[src/rtl/relu_arbiter.sv]
// Round-robin arbiter sharing one registered ReLU stage among N_REQ valid/ready
// requesters; each result is tagged with the id of the channel that produced it.
module relu_arbiter #(
  parameter int               N_REQ     = 4,
  parameter int               BURST     = 4,
  parameter logic signed [7:0] THRESHOLD = 8'sd0,
  localparam int              IDW       = $clog2(N_REQ)
) (
  input  logic               clk,
  input  logic               rst,
  input  logic [N_REQ-1:0]   req_valid,
  input  logic [8*N_REQ-1:0] req_data,
  output logic [N_REQ-1:0]   req_ready,
  output logic               out_valid,
  output logic [7:0]         out_data,
  output logic [IDW-1:0]     out_id,
  input  logic               out_ready,
  output logic               busy
);
  localparam int              CW       = (BURST > 1) ? $clog2(BURST) : 1;
  localparam logic [CW-1:0]   CNT_LAST = CW'(BURST - 1);
  localparam logic [IDW-1:0]  ID_LAST  = IDW'(N_REQ - 1);
  localparam logic [IDW:0]    N_WIDE   = (IDW+1)'(N_REQ);

  typedef enum logic {IDLE, GRANT} state_t;

  state_t            state_q;
  logic [IDW-1:0]    g_q;
  logic [IDW-1:0]    ptr_q;
  logic [CW-1:0]     cnt_q;
  logic              out_valid_q;
  logic [7:0]        out_data_q;
  logic [IDW-1:0]    out_id_q;

  logic signed [7:0] data_arr [N_REQ];
  logic [2*N_REQ-1:0] valid_dbl;
  logic [N_REQ-1:0]  valid_rot;
  logic [IDW:0]      off_d;
  logic [IDW:0]      sum_d;
  logic [IDW-1:0]    pick_d;
  logic [IDW-1:0]    next_ptr_d;
  logic signed [7:0] sel_d;
  logic [7:0]        relu_d;
  logic              slot_free;
  logic              xfer;

  genvar gi;
  generate
    for (gi = 0; gi < N_REQ; gi++) begin : g_unpack
      assign data_arr[gi] = req_data[8*gi +: 8];
    end
  endgenerate

  // Rotate the request vector so bit 0 is the channel at ptr; the lowest set
  // bit then gives the round-robin winner's offset from ptr.
  assign valid_dbl = {req_valid, req_valid};
  assign valid_rot = valid_dbl[ptr_q +: N_REQ];

  always_comb begin
    off_d = '0;
    for (int k = N_REQ - 1; k >= 0; k--) begin
      if (valid_rot[k]) off_d = (IDW+1)'(k);
    end
  end

  assign sum_d      = {1'b0, ptr_q} + off_d;
  assign pick_d     = (sum_d >= N_WIDE) ? IDW'(sum_d - N_WIDE) : IDW'(sum_d);
  assign next_ptr_d = (g_q == ID_LAST) ? '0 : g_q + 1'b1;

  assign sel_d  = data_arr[g_q];
  assign relu_d = (sel_d > THRESHOLD) ? sel_d : 8'sd0;

  assign slot_free = !out_valid_q || out_ready;

  always_comb begin
    req_ready = '0;
    if (state_q == GRANT && slot_free && !rst) req_ready[g_q] = 1'b1;
  end

  assign xfer = req_valid[g_q] && req_ready[g_q];

  always_ff @(posedge clk) begin
    if (rst) begin
      state_q     <= IDLE;
      g_q         <= '0;
      ptr_q       <= '0;
      cnt_q       <= '0;
      out_valid_q <= 1'b0;
      out_data_q  <= '0;
      out_id_q    <= '0;
    end else begin
      if (xfer) begin
        out_valid_q <= 1'b1;
        out_data_q  <= relu_d;
        out_id_q    <= g_q;
      end else if (out_valid_q && out_ready) begin
        out_valid_q <= 1'b0;
      end

      case (state_q)
        IDLE: begin
          if (|req_valid) begin
            g_q     <= pick_d;
            cnt_q   <= '0;
            state_q <= GRANT;
          end
        end
        GRANT: begin
          if (xfer) begin
            if (cnt_q == CNT_LAST) begin
              ptr_q   <= next_ptr_d;
              state_q <= IDLE;
            end else begin
              cnt_q <= cnt_q + 1'b1;
            end
          end else if (!req_valid[g_q]) begin
            ptr_q   <= next_ptr_d;
            state_q <= IDLE;
          end
        end
        default: state_q <= IDLE;
      endcase
    end
  end

  assign out_valid = out_valid_q;
  assign out_data  = out_data_q;
  assign out_id    = out_id_q;
  assign busy      = (state_q == GRANT) || out_valid_q;

endmodule
[config.mk]
export PLATFORM = sky130hd
export DESIGN_NAME = relu_arbiter
export DESIGN_NICKNAME = d
export VERILOG_FILES = /design/src/rtl/relu_arbiter.sv
export SDC_FILE = /design/constraint.sdc
export NUM_CORES = 1
export LEC_CHECK = 0
export CAP_MARGIN = 20
export CORE_ASPECT_RATIO = 0.75
export CORE_MARGIN = 5
export CORE_UTILIZATION = 45
export DETAILED_ROUTE_END_ITERATION = 10
export GPL_TIMING_DRIVEN = 0
export PLACE_DENSITY = 0.8
export REMOVE_ABC_BUFFERS = 1
export SLEW_MARGIN = 20
export SYNTH_ARGS = -nofsm -noshare
export SYNTH_HDL_FRONTEND = slang
export SYNTH_SLANG_ARGS = --single-unit
[constraint.sdc]
create_clock -name clk -period 5.3 [get_ports clk]
set_input_delay 1.06 -clock clk [delete_from_list [all_inputs] [get_ports clk]]
set_output_delay 1.06 -clock clk [all_outputs]
set_load 0.02 [all_outputs]
==> out/qor.yml, run 1 <==
io_buffers: 54
outcome: "finished, final reports clean"
path_class: "in2out"
first_pass_iters: 4
gr-usage-all-layers_pct: 18.2
critPathLaunch: "rst"
final_nets: 234
drc: 0
critPathCaptureType: "output port"
rows: 16
tritoncts: "done"
critPathMaxStageDelay_ps: 770
ant_nets: 0
area_delta_synth_final_pct: 43.7
setup_tns_ps: 0
finalCriticalPeriod_ps: 4250
antenna_found_initial: 0
slew_headroom_pct: 41.2
synth_ff_type: "dfxtp_1"
syn_area_um2: 1310
cpMostUsedCell: "clkdlybuf4s50_1"
dpl.hpwl_um: 2880
power_leakage_nw: 0.683
post_dp_cell_area_um2: 1820
crit_chain: "clkdlybuf4s50_1, and3b_1, and2_1, clkdlybuf4s50_1"
place_congestion: 0.760
drv_cap: 0
met2_wirelength_um: 1910
die_h_um: 56.6
synthArstFlopShare_pct: 0
post_cts_buffers: 0
final_area_um2: 1880
min_path_cells: 2
hold_viol_final: 0
hp-class: "reg2reg"
core_area_um2: 2700
dp_slack_ps: 1040
cts-hold-fix-buffers: 0
drt_iter0_drc: 60
grt_pass1_vias: 1209
worst_slack_ps: 1050
final_cell_mix: "54 x clkdlybuf4s50_1, 18 x dfxtp_1, 17 x nand2_1"
fillers: 216
cts_root_buffer: "clkbuf_8"
finalSetupViolations: 0
path_max_fanout: 20
reg2reg_depth: 7
drv_slew: 0
ys_warn_count: 0
ys_seq_area_share_pct: 27.6
ios: 55
r2r_start: "g_q[0]"
min-delay-start: "out_data[3]"
wl_met1_um: 1500
drive_above_1_share_pct: 10.1
routed_wl_um: 3630
crit_slowest_cell: "clkdlybuf4s50_1"
dr_wl_met3_um: 157
peakVddDrop_mv: 0.104
vias: 1260
via_per_inst: 5.63
synth_cells: 142
diodes: 0
clockBufferDepth: 2
period_share_pct: 80.2
clkLatencyLatePin_ps: 260
hold_end: "out_data[3]"
synth_cell_types: 38
grt_max_degree: 22
timing.fmax_ghz: 0.235
cts_buffers: 3
r2r_end: "cnt_q[1]"
critPathLaunchType: "input pin"
clock-sinks: 18
worstMarginPinSlew_ps: 880
power_mw: 0.446
synth_edf_count: 0
mostFrequentLayoutCell: "clkdlybuf4s50_1"
start_util_pct: 48.3
wl_per_cell_um: 16.2
overflow: 0
clock_skew_ps: 8.76
synth_area_per_cell_um2: 9.19
clk_pin_slew_ps: 60
cp.arrival_ps: 3190
cts_resized: 0
die_w_um: 72.2
htreeDepth: 1
p_per_area_nw_per_um2: 238
rsz0062_at_grt: "no"
ys_ff_latch: 18
regToRegSetupSlack_ps: 2620
dr.max_layer_used: "met4"
die-area_um2: 4090
grt_first_pass_wirelength_um: 5890
cp.required_ps: 4240
-- per-stage QoR --
step           instances  hold WS (ps)  utilization, %
2_1_floorplan        130           434               -
3_3_place_gp         220           443            67.4
3_5_place_dp         220           455            67.4
4_1_cts              224           461            69.4
5_1_grt              224           478            69.4
6_report             224           458            69.4
-- routing by layer --
metal | track usage (%) | vias to the layer above
li1 | - | 616
met1 | 22.8 | 600
met2 | 31.1 | 38
met3 | 3.39 | 6
met4 | 5.63 | 0
met5 | 0 | -
-- power breakdown --
part / internal, mW / total [mW] / switching [mW]
Sequential: 0.145 / 0.173 / 0.0277
Clock: 0.0660 / 0.113 / 0.0468
Combinational: 0.0923 / 0.160 / 0.0682
-- critical path, delay by kind of cell --
family        cells  cell delay, ps
buf+inv           2            1380
simple gates      2             750
-- layout make-up --
cell class                 instances  area [µm²]  area share, %
clock buffer                       4        55.1           2.94
inverter                           4        15.0          0.801
multi-input combinational        108         860           45.8
sequential                        18         360           19.2
tap                               36        45.0           2.40
timing repair buffer              54         541           28.8
-- cells in the mapped netlist (3+ instances only) --
library cell	count	area, µm²
nor3_1	4	20.0
dfxtp_1	18	360
nand3_1	9	45.0
ha_1	6	75.1
nor3b_1	3	22.5
buf_4	3	22.5
o211ai_1	4	30.0
inv_1	4	15.0
o21ai_0	3	15.0
mux2i_1	4	40.0
and2_1	4	25.0
nor2_1	10	37.5
nand2_1	17	63.8
a21oi_1	12	60.1
mux4_2	7	158
buf_2	5	25.0
-- state kept, by name, indices dropped and copies added, names as in the netlist --
signal	count
out_data	8
cnt_q	2
g_q	2
out_id	2
ptr_q	2
out_valid	1
state_q	1
-- logic make-up after synthesis --
kind of cell	after synthesis	share of synthesized area (%)
compound gates	31	16.7
xor+xnor	1	0.671
fa+ha+maj	6	5.75
buf+inv	16	6.52
flops	18	27.6
mux	15	20.9
simple gates	55	21.9
-- worst max path at each step --
stage                               to  slack [ps]
after detailed placement  req_ready[3]        1040
after global routing      req_ready[3]         930
after CTS                 req_ready[3]        1050
after floorplan           req_ready[0]        2550
final                     req_ready[3]        1050
after global placement    req_ready[0]        1080
(Power assumes the default switching activity.)
==> inputs of run 2 (changes only) <==
CORE_UTILIZATION = 42   (was 45)
PLACE_DENSITY = 0.75   (was 0.8)
clock period = 4.15 ns   (was 5.3 ns; I/O delays follow)
==> run 2 against run 1 <==
  * Highest routed layer unchanged
  * Cell area grew 0.13%
  * Sequential share of layout area is essentially flat
  * Final cell count grew 0.89%
  * Largest cell class unchanged
  * Core utilization shrank 5.9 points
  * Die area grew 6.0%
  * Setup slack lost 690 ps
  * Clock power grew 28%
  * Flip-flop and latch count is the same
  * Total power grew 28%
  * Clock skew shrank 2.3 ps
  * Global-route usage shrank 0.74 points
==> out/qor.yml, run 2 (synthesis results as in run 1) <==
cp.arrival_ps: 2970
setup_tns_ps: 0
worstMarginPinSlew_ps: 888
fillers: 246
mostFrequentLayoutCell: "clkdlybuf4s50_1"
drt_iter0_drc: 41
grt_pass1_vias: 1189
drc: 0
routed_wl_um: 3550
via_per_inst: 5.46
drive_above_1_share_pct: 10.1
htreeDepth: 1
grt_max_degree: 22
die_w_um: 74.4
finalCriticalPeriod_ps: 3800
cp.required_ps: 3320
tritoncts: "done"
regToRegSetupSlack_ps: 1470
finalSetupViolations: 0
first_pass_iters: 4
critPathCaptureType: "output port"
cts_resized: 0
clockBufferDepth: 2
diodes: 0
multi_input_area_um2: 860
wl_per_cell_um: 15.7
clock_skew_ps: 6.51
critPathMaxStageDelay_ps: 780
largest_reg_flops: 8
crit_chain: "clkdlybuf4s50_1, and3b_1, and2_1, clkdlybuf4s50_1"
io_buffers: 54
dpl.hpwl_um: 2830
crit_slowest_cell: "clkdlybuf4s50_1"
whs_ps: 457
overflow: 0
antenna_found_initial: 0
cts-hold-fix-buffers: 0
cts_root_buffer: "clkbuf_8"
drv_cap: 0
die_h_um: 58.3
path_max_fanout: 20
clock-sinks: 18
slew_headroom_pct: 40.7
drv_slew: 0
power_leakage_nw: 0.683
clk_pin_slew_ps: 70
outcome: "finished, final reports clean"
die-area_um2: 4330
gr-usage-all-layers_pct: 17.4
rows: 17
hp-class: "reg2reg"
ant_nets: 0
regArea_um2: 360
post_cts_buffers: 0
cpMostUsedCell: "clkdlybuf4s50_1"
vias: 1233
timing.fmax_ghz: 0.263
peakVddDrop_mv: 0.141
rsz0062_at_grt: "no"
critPathLaunchType: "input pin"
cp_top_family: "buffers and inverters"
place_congestion: 0.769
start_util_pct: 44.1
grt_first_pass_wirelength_um: 5810
cp_num_buf_inv: 2
p_per_area_nw_per_um2: 303
final_nets: 234
hold_viol_final: 0
path_class: "in2out"
area_delta_synth_final_pct: 43.9
core_area_um2: 2960
cts_buffers: 3
ios: 55
clkLatencyLatePin_ps: 260
final_cell_mix: "54 x clkdlybuf4s50_1, 18 x dfxtp_1, 17 x nand2_1"
period_share_pct: 91.5
-- run 2: worst paths after layout --
path,depth (start not counted),startpoint,to
setup reg to reg,7,g_q[0],cnt_q[1]
setup / recovery,4,rst,req_ready[0]
hold / removal,2,out_data[3],out_data[3]
hold reg to reg,2,out_data[3],out_data[3]
-- run 2: area by class of cell --
class,instances,share of cell area [%]
Timing Repair Buffer,54,28.8
Multi-Input combinational cell,108,45.8
Clock buffer,4,2.93
Tap cell,38,2.53
Inverter,4,0.799
Sequential cell,18,19.2
-- run 2: where the power goes --
part,internal (mW),leakage (nW),switching [mW]
Clock,0.0843,0.0288,0.0604
Combinational,0.118,0.508,0.0868
Sequential,0.185,0.146,0.0348
Total,0.388,0.683,0.182
-- run 2: metal layers --
layer	share of wire (%)	routed length, µm	track usage [%]
met1	42	1500	22.5
met2	51	1810	28.5
met3	4.5	159	3.81
met5	0	0	0
met4	2.1	75	6.09
-- run 2: tightest hold or removal path, delay by kind of cell (launching register included) --
kind	cells	cell delay (ps)
AOI/OAI and AO/OA	1	50
DFF	1	310
and+or+nand+nor	1	50
-- run 2: metrics by stage --
step	total power [mW]	setup slack [ps]	instance area (µm²)	utilization (%)	cells
6_report	0.570	355	1880	63.5	226
3_5_place_dp	0.429	369	1820	61.7	222
2_1_floorplan	0.340	1860	1230	-	130
4_1_cts	0.575	340	1880	63.5	226
3_3_place_gp	0.421	434	1820	61.7	222
5_1_grt	0.607	213	1880	63.5	226
